--- src/rtl/i2s_pkg.sv ---
// Shared types and constants for the I2S serializer blocks.
//   tx_state_t : transmit FSM states
//   CH_LEFT/CH_RIGHT : channel encodings, matching the lrclk level of each slot
//   sat_inc8   : saturating 8-bit increment used by the optional underrun counter
package i2s_pkg;

    typedef enum logic [1:0] {
        IDLE  = 2'd0,
        DELAY = 2'd1,
        SHIFT = 2'd2,
        PAD   = 2'd3
    } tx_state_t;

    localparam logic CH_LEFT  = 1'b0;
    localparam logic CH_RIGHT = 1'b1;

    function automatic logic [7:0] sat_inc8(input logic [7:0] val);
        logic [7:0] res;
        if (val == 8'hFF) begin
            res = 8'hFF;
        end else begin
            res = val + 8'd1;
        end
        return res;
    endfunction

endpackage

--- src/rtl/i2s_edge_sync.sv ---
// Synchroniser and edge detector for the codec-mastered bclk/lrclk pair.
// Ports:
//   clk, reset   system clock, synchronous active-low reset
//   bclk, lrclk  asynchronous pins from the codec
//   bclk_fall    1-clk pulse, registered, one clk after the synced bclk falls
//   lrclk_s      lrclk as sampled on the last bclk falling edge
//   lr_change    1-clk pulse coincident with bclk_fall when lrclk_s changed
// Both pins pass through identical SYNC_STAGES chains so they stay aligned with
// each other; a word-select change made on the same bclk edge is seen together.
module i2s_edge_sync #(
    parameter int SYNC_STAGES = 2
) (
    input  logic clk,
    input  logic reset,
    input  logic bclk,
    input  logic lrclk,
    output logic bclk_fall,
    output logic lrclk_s,
    output logic lr_change
);

    logic [SYNC_STAGES-1:0] bclk_sync_q, bclk_sync_d;
    logic [SYNC_STAGES-1:0] lr_sync_q, lr_sync_d;
    logic                   bclk_prev_q, bclk_prev_d;
    logic                   fall_q, fall_d;
    logic                   lrclk_s_q, lrclk_s_d;
    logic                   lr_change_q, lr_change_d;
    logic [SYNC_STAGES:0]   bclk_shift_s, lr_shift_s;
    logic                   bclk_synced_s, lr_synced_s, fall_now_s;

    // Next-state: shift the synchroniser chains and detect the bclk fall.
    always_comb begin
        bclk_shift_s  = {bclk_sync_q, bclk};
        lr_shift_s    = {lr_sync_q, lrclk};
        bclk_sync_d   = bclk_shift_s[SYNC_STAGES-1:0];
        lr_sync_d     = lr_shift_s[SYNC_STAGES-1:0];
        bclk_synced_s = bclk_sync_q[SYNC_STAGES-1];
        lr_synced_s   = lr_sync_q[SYNC_STAGES-1];
        fall_now_s    = bclk_prev_q & ~bclk_synced_s;
        bclk_prev_d   = bclk_synced_s;
        fall_d        = fall_now_s;
        if (fall_now_s) begin
            lrclk_s_d   = lr_synced_s;
            lr_change_d = lr_synced_s ^ lrclk_s_q;
        end else begin
            lrclk_s_d   = lrclk_s_q;
            lr_change_d = 1'b0;
        end
    end

    // State registers with synchronous active-low reset.
    always_ff @(posedge clk) begin
        if (!reset) begin
            bclk_sync_q <= '0;
            lr_sync_q   <= '0;
            bclk_prev_q <= 1'b0;
            fall_q      <= 1'b0;
            lrclk_s_q   <= 1'b0;
            lr_change_q <= 1'b0;
        end else begin
            bclk_sync_q <= bclk_sync_d;
            lr_sync_q   <= lr_sync_d;
            bclk_prev_q <= bclk_prev_d;
            fall_q      <= fall_d;
            lrclk_s_q   <= lrclk_s_d;
            lr_change_q <= lr_change_d;
        end
    end

    assign bclk_fall = fall_q;
    assign lrclk_s   = lrclk_s_q;
    assign lr_change = lr_change_q;

endmodule

--- src/rtl/i2s_tx_serializer.sv ---
// I2S transmit serializer: per-channel holding buffers feed a shift register that
// drives sdata MSB first, one bit per bclk falling edge, with the standard
// one-bit delay after each lrclk transition.
// Ports:
//   clk, reset            system clock (>= 8x bclk), synchronous active-low reset
//   bclk, lrclk           codec clocks (async); lrclk 0 = left, 1 = right
//   sample_in/ch/valid    1-clk write strobe into the sample_ch holding buffer
//   sdata                 registered serial data to the DAC
//   underrun              1-clk pulse when a slot starts without a fresh sample
//   underrun_cnt          saturating underrun count, only with I2S_TX_UNDERRUN_CNT_EN
module i2s_tx_serializer
    import i2s_pkg::*;
#(
    parameter int DATA_W      = 16,
    parameter int SYNC_STAGES = 2
) (
    input  logic              clk,
    input  logic              reset,
    input  logic              bclk,
    input  logic              lrclk,
    input  logic [DATA_W-1:0] sample_in,
    input  logic              sample_ch,
    input  logic              sample_valid,
`ifdef I2S_TX_UNDERRUN_CNT_EN
    output logic [7:0]        underrun_cnt,
`endif
    output logic              sdata,
    output logic              underrun
);

    localparam int CNT_W = $clog2(DATA_W + 1);

    logic              bclk_fall_s, lrclk_s, lr_change_s;
    tx_state_t         state_q, state_d;
    logic [DATA_W-1:0] shreg_q, shreg_d;
    logic [DATA_W-1:0] hold_l_q, hold_l_d, hold_r_q, hold_r_d;
    logic              fresh_l_q, fresh_l_d, fresh_r_q, fresh_r_d;
    logic [CNT_W-1:0]  bit_cnt_q, bit_cnt_d;
    logic              sdata_q, sdata_d;
    logic              underrun_q, underrun_d;
    logic [DATA_W-1:0] hold_sel_s;
    logic              fresh_sel_s;
`ifdef I2S_TX_UNDERRUN_CNT_EN
    logic [7:0]        ur_cnt_q, ur_cnt_d;
`endif

    i2s_edge_sync #(.SYNC_STAGES(SYNC_STAGES)) u_sync (
        .clk       (clk),
        .reset     (reset),
        .bclk      (bclk),
        .lrclk     (lrclk),
        .bclk_fall (bclk_fall_s),
        .lrclk_s   (lrclk_s),
        .lr_change (lr_change_s)
    );

    // Next-state: buffer writes, slot loads and the bit FSM.
    // bit_cnt counts data bits already placed on sdata. The delay bit is driven
    // on the load edge itself, so DELAY means "delay bit on the wire" and the
    // following fall emits the MSB.
    always_comb begin
        state_d    = state_q;
        shreg_d    = shreg_q;
        hold_l_d   = hold_l_q;
        hold_r_d   = hold_r_q;
        fresh_l_d  = fresh_l_q;
        fresh_r_d  = fresh_r_q;
        bit_cnt_d  = bit_cnt_q;
        sdata_d    = sdata_q;
        underrun_d = 1'b0;

        if (lrclk_s == CH_LEFT) begin
            hold_sel_s  = hold_l_q;
            fresh_sel_s = fresh_l_q;
        end else begin
            hold_sel_s  = hold_r_q;
            fresh_sel_s = fresh_r_q;
        end

        if (sample_valid) begin
            if (sample_ch == CH_LEFT) begin
                hold_l_d  = sample_in;
                fresh_l_d = 1'b1;
            end else begin
                hold_r_d  = sample_in;
                fresh_r_d = 1'b1;
            end
        end else begin
            hold_l_d = hold_l_q;
        end

        if (bclk_fall_s) begin
            if (lr_change_s) begin
                // Slot start overrides every state; a same-clk write bypasses the buffer.
                state_d   = DELAY;
                sdata_d   = 1'b0;
                bit_cnt_d = '0;
                if (sample_valid && (sample_ch == lrclk_s)) begin
                    shreg_d = sample_in;
                end else begin
                    shreg_d    = hold_sel_s;
                    underrun_d = ~fresh_sel_s;
                end
                if (lrclk_s == CH_LEFT) begin
                    fresh_l_d = 1'b0;
                end else begin
                    fresh_r_d = 1'b0;
                end
            end else begin
                case (state_q)
                    IDLE: begin
                        sdata_d = 1'b0;
                    end
                    DELAY: begin
                        sdata_d   = shreg_q[DATA_W-1];
                        shreg_d   = {shreg_q[DATA_W-2:0], 1'b0};
                        bit_cnt_d = CNT_W'(1);
                        state_d   = SHIFT;
                    end
                    SHIFT: begin
                        if (bit_cnt_q == CNT_W'(DATA_W)) begin
                            sdata_d = 1'b0;
                            state_d = PAD;
                        end else begin
                            sdata_d   = shreg_q[DATA_W-1];
                            shreg_d   = {shreg_q[DATA_W-2:0], 1'b0};
                            bit_cnt_d = bit_cnt_q + CNT_W'(1);
                        end
                    end
                    PAD: begin
                        sdata_d = 1'b0;
                    end
                    default: begin
                        sdata_d = 1'b0;
                        state_d = IDLE;
                    end
                endcase
            end
        end else begin
            sdata_d = sdata_q;
        end

`ifdef I2S_TX_UNDERRUN_CNT_EN
        if (underrun_q) begin
            ur_cnt_d = sat_inc8(ur_cnt_q);
        end else begin
            ur_cnt_d = ur_cnt_q;
        end
`endif
    end

    // State registers with synchronous active-low reset.
    always_ff @(posedge clk) begin
        if (!reset) begin
            state_q    <= IDLE;
            shreg_q    <= '0;
            hold_l_q   <= '0;
            hold_r_q   <= '0;
            fresh_l_q  <= 1'b0;
            fresh_r_q  <= 1'b0;
            bit_cnt_q  <= '0;
            sdata_q    <= 1'b0;
            underrun_q <= 1'b0;
`ifdef I2S_TX_UNDERRUN_CNT_EN
            ur_cnt_q   <= 8'h00;
`endif
        end else begin
            state_q    <= state_d;
            shreg_q    <= shreg_d;
            hold_l_q   <= hold_l_d;
            hold_r_q   <= hold_r_d;
            fresh_l_q  <= fresh_l_d;
            fresh_r_q  <= fresh_r_d;
            bit_cnt_q  <= bit_cnt_d;
            sdata_q    <= sdata_d;
            underrun_q <= underrun_d;
`ifdef I2S_TX_UNDERRUN_CNT_EN
            ur_cnt_q   <= ur_cnt_d;
`endif
        end
    end

    assign sdata    = sdata_q;
    assign underrun = underrun_q;
`ifdef I2S_TX_UNDERRUN_CNT_EN
    assign underrun_cnt = ur_cnt_q;
`endif

endmodule

--- config.mk ---
export PLATFORM = sky130hd
export DESIGN_NAME = i2s_tx_serializer
export DESIGN_NICKNAME = d
export VERILOG_FILES = /design/src/rtl/i2s_pkg.sv /design/src/rtl/i2s_edge_sync.sv /design/src/rtl/i2s_tx_serializer.sv
export SDC_FILE = /design/constraint.sdc
export NUM_CORES = 1
export LEC_CHECK = 0
export CELL_PAD_IN_SITES_DETAIL_PLACEMENT = 1
export CELL_PAD_IN_SITES_GLOBAL_PLACEMENT = 2
export CORE_UTILIZATION = 36
export DETAILED_ROUTE_END_ITERATION = 10
export PLACE_DENSITY_LB_ADDON = 0.1
export SLEW_MARGIN = 40
export SYNTH_ARGS = -nofsm -noshare
export SYNTH_HDL_FRONTEND = slang
export SYNTH_HIERARCHICAL = 1
export SYNTH_SLANG_ARGS = --single-unit
export TNS_END_PERCENT = 30
--- constraint.sdc ---
create_clock -name clk -period 1.9 [get_ports clk]
set_input_delay 0.38 -clock clk [delete_from_list [all_inputs] [get_ports clk]]
set_output_delay 0.38 -clock clk [all_outputs]
set_load 0.02 [all_outputs]
# --- Yosys cells after proc, flatten, opt, wreduce, memory -nomap -nowiden ---
# Cells that the tools add are included.
totals:
  ff_bits: 67
  word_cells: 66
op_classes:
  n_addsub: 1
  n_eq_ne: 7
  mux: 25
  bitwise_logic: 8
  reduce_logical: 10
op_table:
  columns: ["operator", "n"]
  rows:
  - ["two-way mux 16 bit", 4]
  - ["one-hot mux 16 bit (2 select lines)", 1]
  - ["two-way mux 1 bit", 13]
  - ["two-way mux 5 bit", 2]
  - ["one-hot mux 5 bit (2 select lines)", 1]
  - ["inequality test 3 x 2 -> 1 bit (second input constant)", 2]
  - ["inverter 1 bit", 6]
  - ["AND reduction 2 bit", 3]
  - ["AND reduction 3 bit", 2]
  - ["adder 5 x 1 -> 5 bit (second input constant)", 1]
  - ["== test 5 bit (second input constant)", 1]
  - ["== test 2 bit (second input constant)", 2]
  - ["two-way mux 2 bit", 2]
  - ["one-hot mux 2 bit (2 select lines)", 1]
  - ["OR reduction 4 bit", 1]
  - ["one-hot mux 1 bit (3 select lines)", 1]
  - ["nonzero test 3 bit", 1]
  - ["== test 2 x 1 -> 1 bit (second input constant)", 1]
  - ["logical NOT 2 bit", 1]
  - ["OR reduction 2 bit", 1]
  - ["AND 1 bit", 1]
  - ["== test 1 bit", 1]
  - ["logical AND 1 bit", 1]
  - ["bitwise XOR 1 bit", 1]

# --- Longest topological paths before layout ---
depth:
  ltp_word: 5
  depth_mapped: 7
  ltp_nobuf: 6

# --- By module ---
# Netlist, hierarchy kept.
by_module_without_submodules:
  columns: ["module", "n_inst", "cells_each", "area_each_um2"]
  rows:
  - ["i2s_tx_serializer", 1, 358, 3035.4]
  - ["i2s_edge_sync", 1, 20, 245.2]

# --- Worst setup path after synthesis ---
# OpenSTA, ideal clock, no wires.
synth_timing:
  path_kind: "register to register"
  start: "register bit_cnt_q[0]"
  end: "register shreg_q[15]"
  setup_ns: 0.119
  arrival_time_ns: 1.563
  setup_slack_ns: 0.218
  stages_incl_launch_ff: 8
  synth_period_minus_slack_ns: 1.682
  cell_sequence: "dfxtp_1 inv_1 ha_1 and4bb_1 o211ai_4 buf_8 o21ai_2 o221a_1"
synth_between:
  elab_chain_len: 3
synth_lines:
  columns: ["item", "line_no", "text"]
  rows:
  - ["start, declared", "i2s_tx_serializer.sv:38", "logic [CNT_W-1:0] bit_cnt_q, bit_cnt_d;"]
  - ["start signal, assigned", "i2s_tx_serializer.sv:174", "bit_cnt_q <= bit_cnt_d;"]
  - ["== test 5 bit", "i2s_tx_serializer.sv:121", "if (bit_cnt_q == CNT_W'(DATA_W)) begin"]
  - ["inequality test 3 x 2 -> 1 bit (no line)", null, null]
  - ["AND reduction 3 bit (no line)", null, null]
  - ["end signal, assigned", "i2s_tx_serializer.sv:169", "shreg_q <= shreg_d;"]
  - ["end, declared", "i2s_tx_serializer.sv:35", "logic [DATA_W-1:0] shreg_q, shreg_d;"]
# No other way between the ends.
# A chain may end at the register's enable or synchronous reset.

# --- Worst setup path after layout ---
layout_timing:
  start: "register bit_cnt_q[1]"
  end: "register shreg_q[2]"
# Same word-level chain as after synthesis.

==> results.ini <==
[global_routing]
grt_pass1_vias = 2812
grt_util_all_layers = 0.184
overflow = 0
antenna_found_initial = 0
grt_max_degree = 50
grt_first_pass_wirelength_um = 13800

[clock_network]
clk_pin_slew_ns = 0.08
numCtsBuffers = 9
post_cts_resized = 0
postCtsHoldBufs = 0
clock_sinks = 67
cts_setup_buffers = 0
htree_levels = 3
clockRootBuffer = clkbuf_8
insertion_delay_ns = 0.34
clock_path_buffers = 2
cts_tree = yes

[drt]
vias_per_cell = 5.23
wirelength_um = 8360
ant_nets = 0
drtIter0Drc = 70
routedWlPerCell_um = 16.1
drc = 0
dr.pass1.iters = 4
num_vias = 2710

[sta]
timing.final.crit_period_ns = 1.78
finalCritPeriodShare = 0.938
max_slew.worst_pin.slew_ns = 0.499
rsz0062_at_grt = false
worst_clock_skew_ns = 0.00843
relSlewSlack = 0.666
final_max_slew_viol_count = 0
finalHoldViolCount = 0
setup_tns_ns = 0
max_freq_mhz = 561
setup_viol = 0

[critical_path]
slowest_delay_ns = 0.36
crit_path_end_kind = flop
crit_family = compound AO/OA/AOI/OAI gates
criticalPathCategory = flop to flop
required_ns = 2.14
cp-startpoint = bit_cnt_q[1]
arrival_ns = 2.02
startpoint_type = flop
crit_chain = inv_1, ha_1, and4bb_1, o211ai_4, buf_12, o21ai_1, o221a_1
cp_slowest_cell = dfxtp_1
cp_num_buf_inv = 2
r2r-start = bit_cnt_q[1]
critPathMaxFanout = 16

[synth]
synth_top_area_frac = 0.409
synth_cells = 378
async_flop_share = 0
synth_edf_count = 0
syn_area_per_cell_um2 = 8.68
synth_area_mm2 = 0.00328
syn_nets = 402
synth-main-ff-cell = dfxtp_1
ys_seq_elements = 67
yosysMostFrequentCell = nand2_1
synth.distinct_cells = 41
yosysSeqAreaShare = 0.409
synth_area_leaders = dfxtp_1 (41%), nand2_1 (10%), a21boi_0 (5.3%), mux2_2 (5.1%), o221a_1 (5.1%)
yosys.area.top_type = dfxtp_1
synthTopCellsByCount = nand2_1 (89), dfxtp_1 (67), a21boi_0 (23), inv_1 (20), clkbuf_1 (17)
ys_warn_count = 6

[die]
die_area_mm2 = 0.00950
rows = 34
die_y_um = 97.5
die_w_um = 97.5
initial_core_util = 0.374
io_pins = 24
core_mm2 = 0.00876

[final_layout]
nets = 429
utilization = 0.448
diodes = 0
drive_gt1_frac = 0.200
fin_area_mm2 = 0.00393
instances_no_fill = 518
area_delta_synth_final_pct = 19.7

[power_and_ir_drop]
ir_drop_uv = 501
power_density_mw_per_mm2 = 741
p_sw_mw = 0.712
combPwrFrac = 0.083
p_clk_frac = 0.415
netSwitchingFraction = 0.244
p_leak_nw = 1.37
power_frac_seq = 0.502
p_int_mw = 2.20

[min_path]
worstHoldPathType = flop to flop
hp-start = u_sync/lr_sync_q[0]

[flow_run]
drv_cap = 0

[place]
dp_cells = 501
placed_cell_area_mm2 = 0.00370
hpwl_um = 5590
gp_congestion = 0.715
port-buffer-count = 23

[status]
status = finished, final reports clean

[per-layer routing]
layer | track usage | vias up | wire length, um
met3 | 0.0489 | 8 | 237
li1 | - | 1360 | -
met1 | 0.232 | 1316 | 4030
met4 | 0.0441 | 0 | 75
met5 | 0 | - | 0
met2 | 0.313 | 26 | 4010
[cells by family after synthesis]
group | synth area share
simple gates | 0.202
fa+ha+maj | 0.00763
mux | 0.0606
xor+xnor | 0.00763
buf+inv | 0.0732
compound gates | 0.240
flops | 0.409
[power groups by stage]
stage | sequential, mW | combinational [mW] | clock (mW)
6_report | 1.46 | 0.242 | 1.21
5_1_grt | 1.47 | 0.267 | 1.31
4_1_cts | 1.46 | 0.247 | 1.25
3_5_place_dp | 1.49 | 0.246 | 0
3_3_place_gp | 1.49 | 0.242 | 0
2_1_floorplan | 1.49 | 0.126 | 0
[per-stage QoR]
| step | setup slack, ns | hold slack (ns) | power, mW |
|---|---|---|---|
| floorplan | 0.218 | 0.426 | 1.61 |
| global placement | 0.0719 | 0.428 | 1.73 |
| detailed placement | 0.0120 | 0.434 | 1.74 |
| CTS | 0.0928 | 0.454 | 2.96 |
| global route | 0.00545 | 0.471 | 3.04 |
| finish | 0.118 | 0.451 | 2.91 |
[area by class of cell]
cell class | count | area [um2]
fillers | 1050 | 4840
multi-input cells | 260 | 1700
flip-flops and latches | 67 | 1340
repair buffers | 47 | 473
clock buffers | 10 | 138
well taps | 108 | 135
inverters | 20 | 75.1
clock inverters | 6 | 65.1
[registers in the layout, indices dropped and copies added, names as in the netlist]
register / cells
bit_cnt_q: 5
u_sync/lr_change: 1
state_q: 2
shreg_q: 16
fresh_l_q: 1
u_sync/lr_sync_q: 2
fresh_r_q: 1
u_sync/bclk_prev_q: 1
hold_r_q: 16
u_sync/bclk_sync_q: 2
sdata: 1
underrun: 1
u_sync/lrclk_s: 1
hold_l_q: 16
u_sync/bclk_fall: 1
[worst paths after layout]
| path | to | slack, ns | cells past startpoint |
|---|---|---|---|
| worst max-delay path | shreg_q[2] | 0.12 | 7 |
| worst min-delay path | u_sync/lr_sync_q[1] | 0.45 | 1 |
| worst max register to register | shreg_q[2] | 0.12 | 7 |
| worst min register to register | u_sync/lr_sync_q[1] | 0.45 | 1 |
[layout by cell type, fill, tap and decap left out, types with 3 or more instances in the layout]
master and count:
nand2_1 89, dfxtp_1 66, a21boi_0 23, clkdlybuf4s50_1 22, inv_1 20, buf_4 19, nand4_1 16, o21ai_2 16
mux2_2 15, o221a_1 15, o21ai_0 11, o21ai_1 10, clkbuf_8 10, a21boi_1 9, and2_1 7, a21oi_1 7
nor2b_1 7, and2_2 5, buf_12 4, nor2_1 3, nand3_1 3, mux2i_1 3
[worst register-to-register path, delay by kind of cell, from the launching register on]
kind	cells	cell delay, ns
flops	1	0.36
compound gates	3	0.59
simple gates	1	0.26
fa+ha+maj	1	0.20
buf+inv	2	0.27
No activity file was read; power rests on OpenSTA's default activity.
